File: src/rtl/serial_subtractor.sv
// serial_subtractor: bit-serial unsigned subtractor computing a - b, LSB first,
// one bit pair per clock.
//   Parameter WIDTH : operand/result width in bits (2..32).
//   clk, rst        : rising-edge clock, asynchronous active-high reset.
//   start, a, b     : request plus minuend/subtrahend, captured when accepted in IDLE.
//   busy            : high while the RUN state is shifting bits.
//   done            : one-cycle pulse in DONE, when diff/bout are final.
//   diff, bout      : a - b modulo 2^WIDTH, and the final borrow (a < b unsigned).
module serial_subtractor #(
   parameter int unsigned WIDTH = 8
) (
   input  logic             clk,
   input  logic             rst,
   input  logic             start,
   input  logic [WIDTH-1:0] a,
   input  logic [WIDTH-1:0] b,
   output logic             busy,
   output logic             done,
   output logic [WIDTH-1:0] diff,
   output logic             bout
);

   localparam int unsigned      CNT_W    = (WIDTH > 1) ? $clog2(WIDTH) : 1;
   localparam logic [CNT_W-1:0] CNT_LAST = CNT_W'(WIDTH - 1);

   typedef enum logic [1:0] {
      IDLE = 2'd0,
      RUN  = 2'd1,
      DONE = 2'd2
   } state_t;

   state_t           state_q, state_d;
   logic [WIDTH-1:0] a_q, a_d;
   logic [WIDTH-1:0] b_q, b_d;
   logic [WIDTH-1:0] res_q, res_d;
   logic             br_q, br_d;
   logic [CNT_W-1:0] cnt_q, cnt_d;
   logic             bout_q, bout_d;
   logic             busy_q, busy_d;
   logic             done_q, done_d;

   logic             d_bit_c;
   logic             br_nxt_c;
   logic             last_c;

   // One full-subtractor step on the current LSBs.
   assign d_bit_c  = a_q[0] ^ b_q[0] ^ br_q;
   assign br_nxt_c = (~a_q[0] & b_q[0]) | (~(a_q[0] ^ b_q[0]) & br_q);
   assign last_c   = (cnt_q == CNT_LAST);

   // State register.
   always_ff @(posedge clk or posedge rst) begin
      if (rst) begin
         state_q <= IDLE;
      end else begin
         state_q <= state_d;
      end
   end

   // Next-state logic.
   always_comb begin
      state_d = state_q;
      case (state_q)
         IDLE:    if (start) state_d = RUN;
         RUN:     if (last_c) state_d = DONE;
         DONE:    state_d = IDLE;
         default: state_d = IDLE;
      endcase
   end

   // Status outputs decoded from the upcoming state so they register in step with it.
   always_comb begin
      busy_d = (state_d == RUN);
      done_d = (state_d == DONE);
   end

   // Datapath next values: capture on accept, shift one bit per RUN cycle.
   always_comb begin
      a_d    = a_q;
      b_d    = b_q;
      res_d  = res_q;
      br_d   = br_q;
      cnt_d  = cnt_q;
      bout_d = bout_q;
      case (state_q)
         IDLE: begin
            if (start) begin
               a_d   = a;
               b_d   = b;
               br_d  = 1'b0;
               cnt_d = '0;
            end
         end
         RUN: begin
            a_d   = {1'b0, a_q[WIDTH-1:1]};
            b_d   = {1'b0, b_q[WIDTH-1:1]};
            res_d = {d_bit_c, res_q[WIDTH-1:1]};
            br_d  = br_nxt_c;
            if (last_c) begin
               bout_d = br_nxt_c;
            end else begin
               cnt_d = cnt_q + CNT_W'(1);
            end
         end
         default: ;
      endcase
   end

   // Datapath and output registers.
   always_ff @(posedge clk or posedge rst) begin
      if (rst) begin
         a_q    <= '0;
         b_q    <= '0;
         res_q  <= '0;
         br_q   <= 1'b0;
         cnt_q  <= '0;
         bout_q <= 1'b0;
         busy_q <= 1'b0;
         done_q <= 1'b0;
      end else begin
         a_q    <= a_d;
         b_q    <= b_d;
         res_q  <= res_d;
         br_q   <= br_d;
         cnt_q  <= cnt_d;
         bout_q <= bout_d;
         busy_q <= busy_d;
         done_q <= done_d;
      end
   end

   assign busy = busy_q;
   assign done = done_q;
   assign diff = res_q;
   assign bout = bout_q;

endmodule

File: config.mk
export PLATFORM = sky130hd
export DESIGN_NAME = serial_subtractor
export DESIGN_NICKNAME = d
export VERILOG_FILES = /design/src/rtl/serial_subtractor.sv
export SDC_FILE = /design/constraint.sdc
export NUM_CORES = 1
export LEC_CHECK = 0
export CAP_MARGIN = 20
export CORE_MARGIN = 5
export CORE_UTILIZATION = 39
export DETAILED_ROUTE_END_ITERATION = 7
export PLACE_DENSITY_LB_ADDON = 0.08
export SETUP_SLACK_MARGIN = 0.02
export SLEW_MARGIN = 30
export SYNTH_ARGS = -nofsm -noshare
export SYNTH_HDL_FRONTEND = slang
export SYNTH_SLANG_ARGS = --single-unit
export TNS_END_PERCENT = 100
File: constraint.sdc
create_clock -name clk -period 4.73 [get_ports clk]
set_clock_uncertainty 0.05 [all_clocks]
set_input_delay 0.946 -clock clk [delete_from_list [all_inputs] [get_ports clk]]
set_output_delay 0.946 -clock clk [all_outputs]
set_load 0.01 [all_outputs]
# Yosys cells after proc, flatten, opt, wreduce, memory -nomap -nowiden

Index checks and enable logic that the tools add are counted.
W data, S select, Z words.

Memories kept: 0
Bits in read-only memories: 0
Bits in writable memories: 0
Output and inout port bits: 11
Bits in latches: 0
Logic and storage cells: 40
Register bits after elaboration: 33

Multiply operators: 0
Divide/modulo/power cells: 0
Multiplexer cells: 12
Shift operators: 0
Equal/unequal tests: 6
Reductions and logical operators: 5
Order comparisons: 0
Bitwise gates (word level): 7
Add/sub/neg operators: 1

Operators with widths:

| kind                  | number |
|---|---|
| $pmux W8 S2           | 2 |
| $mux W8               | 2 |
| $mux W3               | 2 |
| $pmux W3 S2           | 1 |
| $eq A2 B1 Y1 const B  | 2 |
| $mux W2               | 2 |
| $ne A2 B2 Y1 const B  | 2 |
| $pmux W2 S2           | 1 |
| $reduce_and A2 Y1     | 2 |
| $add A3 B1 Y3 const B | 1 |
| $eq A3 B3 Y1 const B  | 1 |
| $reduce_and A3 Y1     | 1 |
| $and A1 B1 Y1         | 2 |
| $eq A2 B2 Y1 const B  | 1 |
| $logic_not A2 Y1      | 1 |
| $not A1 Y1            | 2 |
| $pmux W1 S2           | 1 |
| $reduce_bool A2 Y1    | 1 |
| $xor A1 B1 Y1         | 2 |
| $mux W1               | 1 |
| $or A1 B1 Y1          | 1 |

# Depth between registers and ports, before layout

Gate-level depths: netlist of run 1.

Depth after elaboration: 5
Gate-level depth with buffers: 5
Gate-level depth less buffers: 4

# Worst setup path before layout of run 1

OpenSTA, ideal clock, no wires.

Path kind: input to register
Start point: input port start
End point: register cnt_q[2]
Arrival: 1.487 ns
Data required time: 4.556 ns
Cell stages on the path: 3
Path slack: 3.069 ns
Cells stage by stage: o21bai_1 -> buf_2 -> a211o_1

Longest elaborated chain between the ends: 2

Ends and longest elaborated chain:

| what                        | line | text |
|---|---|---|
| from (decl)                 | 14   | `input logic start,` |
| $ne A2 B2 Y1 (no line)      | n/a  |  |
| $reduce_and A3 Y1 (no line) | n/a  |  |
| to (signal assigned)        | 125  | `cnt_q <= cnt_d;` |
| to (decl)                   | 37   | `logic [CNT_W-1:0] cnt_q, cnt_d;` |

Every way passes these cells.
A chain may end at the register's enable or synchronous reset.

# Worst setup path in the final report of run 1

Start point: input port start
End point: register a_q[2]

Longest elaborated chain between the ends: 2

Ends and longest elaborated chain:

| what                        | line | text |
|---|---|---|
| $ne A2 B2 Y1 (no line)      | n/a  |  |
| $reduce_and A2 Y1 (no line) | n/a  |  |
| to (signal assigned)        | 112  | `a_q <= '0;` |
| to (signal assigned)        | 121  | `a_q <= a_d;` |
| to (decl)                   | 33   | `logic [WIDTH-1:0] a_q, a_d;` |

Every way passes these cells.

==> results of run 1 <==
stage by stage:
stage	std cells	hold slack, ns
after CTS	200	0.466
after floorplan	124	0.424
after detailed placement	192	0.450
after global placement	192	0.442
final	200	0.462
after global routing	200	0.488
layout by cell type, fill, tap and decap left out, drive strengths merged:
cell type and count:
a211o 3, a211oi 4, a21oi 2, a222oi 10
a22o 3, and3 3, and3b 2, buf 2
clkbuf 7, clkdlybuf4s50 29, clkinv 1, dfrtp 33
fa 1, ha 2, inv 16, mux2 8
mux2i 1, nor2 10, nor2b 2, nor3b 5
nor4b 5, nor4bb 2, o21bai 1
final cells by class:
class | instances | area (um2)
well taps | 48 | 60.1
fillers | 349 | 1800
clock buffers | 7 | 96.3
multi-input cells | 64 | 536
inverters | 16 | 60.1
clock inverters | 1 | 5.00
repair buffers | 31 | 305
flip-flops and latches | 33 | 826
state kept, by name, indices dropped and copies added (netlist names):
register	count
a_q	8
b_q	8
bout	1
br_q	1
busy	1
cnt_q	3
diff	8
done	1
state_q	2
cells by family (layout without fill, tap and decap cells):
logic type | count (synthesis) | after routing | share of synthesized area (%)
adders and majority gates | 3 | 3 | 3.02
and+or+nand+nor | 29 | 29 | 12.7
DFF | 33 | 33 | 55.3
muxes | 9 | 9 | 6.71
buffers and inverters | 27 | 55 | 8.80
AOI/OAI and AO/OA | 23 | 23 | 13.4
critical path, cell delays in order:
cell and delay, ns:
clkdlybuf4s50_1 0.49, o21bai_1 0.56, buf_4 0.31, a222oi_1 0.09
routing by layer:
layer,part of all wire [%],GRT usage (%),up-vias
met2,46,18.9,31
met3,5.3,3.79,4
li1,-,-,498
met1,47,16.9,517
met4,1.7,6.89,0
met5,0,0,-
power breakdown:
group / switching [W] / internal, W / leakage (nW)
Sequential: 0.0000851 / 0.000414 / 0.396
Clock: 0.0000982 / 0.000131 / 0.0542
Combinational: 0.000203 / 0.000274 / 0.417
Total: 0.000387 / 0.000819 / 0.867
worst min-delay path by stage:
stage	end	slack [ns]	cells after the start
after detailed placement	a_q[7]	0.45	1
after global placement	cnt_q[1]	0.44	1
final	cnt_q[2]	0.46	1
after CTS	cnt_q[2]	0.47	1
after floorplan	a_q[7]	0.42	1
after global routing	b_q[7]	0.49	1
==> run_results.csv, run 1 <==
group,metric,value,unit
grt,grt_pass1_vias,1059,
grt,antenna_found_initial,0,
floorplan,die_y,71.9,um
critical_path,critPathArrivalTime,2.40,ns
floorplan,initial_core_util,40.5,%
grt,grt_pass1_wl,5.05,mm
synth,synth_common_cells,"dfrtp_1 (33), inv_1 (16), a222oi_1 (10), nor2_1 (10), mux2_2 (8)",
grt,grt_max_degree,34,
grt,grt-ovfl-total,0,
cts,cts_root_buf,"clkbuf_8",
synth,synth_top_cells_by_area,"dfrtp_1 (55%), a222oi_1 (6.7%), mux2_2 (6.0%)",
cts,cts_tree,"yes",
cts,ctsHoldBuffers,0,
finish,drive_above_1_share,12.5,%
critical_path,worstSetupEndpoint,"a_q[2]",
synth,synth_top_area_cell,"dfrtp_1",
sta,fmax,428,MHz
cts,postCtsSetupRepairBufs,0,
finish,antenna-diode-count,0,
cts,insertion_delay,0.28,ns
critical_path,worstReg2RegEnd,"diff[6]",
synth,synth.most_common_cell,"dfrtp_1",
finish,final_nets,173,
sta,grt_setup_unrepaired,"no",
sta,worst_slack,2.39,ns
cts,cts.repair.resized,0,
cts,numCtsBuffers,5,
min_path,worstHoldStart,"cnt_q[2]",
run,cap_violations,0,
critical_path,reg2reg_from,"state_q[0]",
drt,vias,1050,
place,place_congestion,0.699,
finish,utilization,51.2,%
sta,final.min_clock_period,2.34,ns
critical_path,startpoint,"start",
cts,htreeDepth,2,
place,io_buffers,29,
sta,drv_slew,0,
drt,drt_first_pass_iters,5,
drt,wirelength,2.87,mm
place,place_ws,2.05,ns
synth,ys.flop_type,"dfrtp_1",
synth,synthCells,124,
synth,avgSynthCellArea,12.0,um2
outcome,status,"finished, final reports clean",
synth,yosysSeqAreaShare,55.3,%
synth,synth-edff-count,0,
grt,track_usage,12.8,%
min_path,hp-class,"flip-flop to flip-flop",
critical_path,critPathMaxFanout,14,
cts,cts_sinks,33,
sta,post-route-period-util,49.4,%
drt,ant_nets,0,
drt,post-route-drc-count,0,
critical_path,reg2reg_depth,2,
synth,synth_top_area_share,55.3,%
cts,clockBufferDepth,2,
floorplan,dieArea,5160,um2
floorplan,die_w,71.9,um
critical_path,r2r_slack,2.65,ns
finish,areaGrowthSynthToFinish,26.5,%
floorplan,core,3690,um2
synth,yosysWarnings,0,
critical_path,path_class,"input port to flip-flop",
place,place_hpwl,1.89,mm
drt,drt_iter0_markers,96,
synth,syn_area,1490,um2
pwr,power.leakage,0.867,nW
sta,hold_viol,0,
sta,setup_violations,0,
synth,synth_nets,146,
synth,ys_async_sr_fraction,100,%
pwr,p_per_area,639,nW/um2
sta,slew_headroom,43.1,%
pwr,vdd_drop_max,0.301,mV
cts,clk_pin_slew,0.07,ns
critical_path,worst_ep_required_time,4.79,ns
synth,yosysUniqueCellTypes,23,
sta,fin_tns_setup,0,ns
sta,tightestPinTransition,0.849,ns
critical_path,endpoint_kind,"flip-flop",
critical_path,start_kind,"input port",
pwr,total_power,0.00121,W
drt,viasPerCell,5.25,
drt,wl_per_cell,14.4,um
floorplan,num_rows,22,
floorplan,ios,30,
finish,post-route-cell-area,1890,um2
place,dpl_cell_area,1790,um2
synth,synth_seq_cells,33,
Power figures use the tool's default switching activity.
==> run 2: changes to the inputs <==
Clock period 4.73 ns to 2.1 ns, I/O delays scaled along.
==> run 2 against run 1 <==
Wire length is 0.10% lower. Clock power is 100% higher. Design area is 1.2% higher. Worst hold slack worse by 0.0071 ns.
==> run_results.csv, run 2 (synthesis results as in run 1) <==
group,metric,value,unit
drt,wirelength,2.87,mm
cts,clockBufferDepth,2,
cts,cts_tree,"yes",
place,io_buffers,29,
floorplan,ios,30,
cts,cts.repair.resized,0,
grt,grt_pass1_vias,1075,
grt,track_usage,12.5,%
drt,wl_per_cell,14.1,um
critical_path,worst_ep_required_time,2.15,ns
sta,fmax,586,MHz
finish,final_nets,178,
place,place_hpwl,2.04,mm
sta,setup_violations,0,
sta,hold_viol,0,
grt,grt_max_degree,34,
place,place_ws,0.126,ns
min_path,hp-class,"flip-flop to flip-flop",
grt,grt_pass1_wl,4.99,mm
critical_path,r2r_slack,0.51,ns
pwr,total_power,0.00270,W
critical_path,worstSetupEndpoint,"b_q[2]",
sta,grt_setup_unrepaired,"no",
pwr,power.leakage,0.882,nW
critical_path,worstReg2RegEnd,"bout",
outcome,status,"finished, final reports clean",
pwr,vdd_drop_max,0.472,mV
drt,ant_nets,0,
critical_path,startpoint,"start",
sta,drv_slew,0,
drt,drt_first_pass_iters,5,
cts,cts_sinks,33,
cts,htreeDepth,2,
floorplan,initial_core_util,40.5,%
critical_path,path_class,"input port to flip-flop",
finish,layout_commonest_cell,"dfrtp_1",
floorplan,num_rows,22,
critical_path,reg2reg_depth,4,
sta,final.min_clock_period,1.71,ns
grt,antenna_found_initial,0,
sta,worst_slack,0.394,ns
critical_path,endpoint_kind,"flip-flop",
drt,post-route-drc-count,0,
cts,insertion_delay,0.27,ns
critical_path,start_kind,"input port",
critical_path,reg2reg_from,"cnt_q[0]",
drt,drt_iter0_markers,82,
sta,slew_headroom,54.5,%
drt,viasPerCell,5.20,
grt,grt-ovfl-total,0,
cts,clk_pin_slew,0.06,ns
sta,tightestPinTransition,0.681,ns
sta,fin_tns_setup,0,ns
cts,numCtsBuffers,5,
place,place_congestion,0.724,
finish,drive_above_1_share,14.1,%
floorplan,dieArea,5160,um2
sta,timing.hold.ws,0.455,ns
finish,fillers,343,
floorplan,core,3690,um2
cts,ctsHoldBuffers,0,
finish,layout_common_cells,"dfrtp_1 (33), clkdlybuf4s50_1 (29), inv_1 (16), nor2_1 (10), a222oi_1 (10)",
sta,post-route-period-util,81.2,%
finish,antenna-diode-count,0,
critical_path,critPathMaxFanout,10,
run,cap_violations,0,
floorplan,die_y,71.9,um
floorplan,die_w,71.9,um
finish,areaGrowthSynthToFinish,28.0,%
cts,postCtsSetupRepairBufs,0,
drt,vias,1060,
pwr,p_per_area,1410,nW/um2
cts,cts_root_buf,"clkbuf_8",
critical_path,critPathArrivalTime,1.76,ns
[run 2: cell types whose count changed in the layout (fill, tap and decap cells not counted)]
| cell | previous run | this run |
|---|---|---|
| clkbuf_1 | 0 | 1 |
| clkbuf_8 | 7 | 6 |
| clkinv_2 | 1 | 0 |
| buf_4 | 2 | 7 |
[run 2: layout make-up]
class | count | area, um2 | share of cell area (%)
clock buffer | 7 | 86.3 | 4.52
timing repair buffer | 36 | 343 | 17.9
inverter | 16 | 60.1 | 3.14
tap | 48 | 60.1 | 3.14
sequential | 33 | 826 | 43.2
multi-input combinational | 64 | 536 | 28.0
[run 2: worst min-delay path by stage]
stage / slack, ns / to / start / cells past startpoint
2_1_floorplan: 0.42 / a_q[7] / a_q[7] / 1
3_3_place_gp: 0.44 / cnt_q[1] / cnt_q[1] / 1
3_5_place_dp: 0.45 / b_q[7] / b_q[7] / 1
4_1_cts: 0.46 / b_q[7] / b_q[7] / 1
5_1_grt: 0.48 / b_q[7] / b_q[7] / 1
6_report: 0.45 / b_q[7] / b_q[7] / 1
[run 2: critical path, stage by stage]
cell             delay (ns)
clkdlybuf4s50_1        0.55
nor2b_1                0.59
a222oi_1               0.19
[run 2: power by group]
group / leakage, nW / internal, W / switching, W
combinational: 0.442 / 0.000654 / 0.000481
sequential: 0.396 / 0.000934 / 0.000167
clock: 0.0443 / 0.000260 / 0.000204
[run 2: routing by layer]
layer / track usage, % / share of wire, %
met1: 15.6 / 45
met2: 19.4 / 48
met3: 5.05 / 7.0
met4: 5.01 / 0.56
met5: 0 / 0
[run 2: per-stage QoR]
| stage | util (%) | cells | area (um2) |
|---|---|---|---|
| floorplan | - | 124 | 1490 |
| global placement | 49.5 | 197 | 1820 |
| detailed placement | 49.5 | 197 | 1820 |
| CTS | 51.8 | 204 | 1910 |
| global route | 51.8 | 204 | 1910 |
| finish | 51.8 | 204 | 1910 |
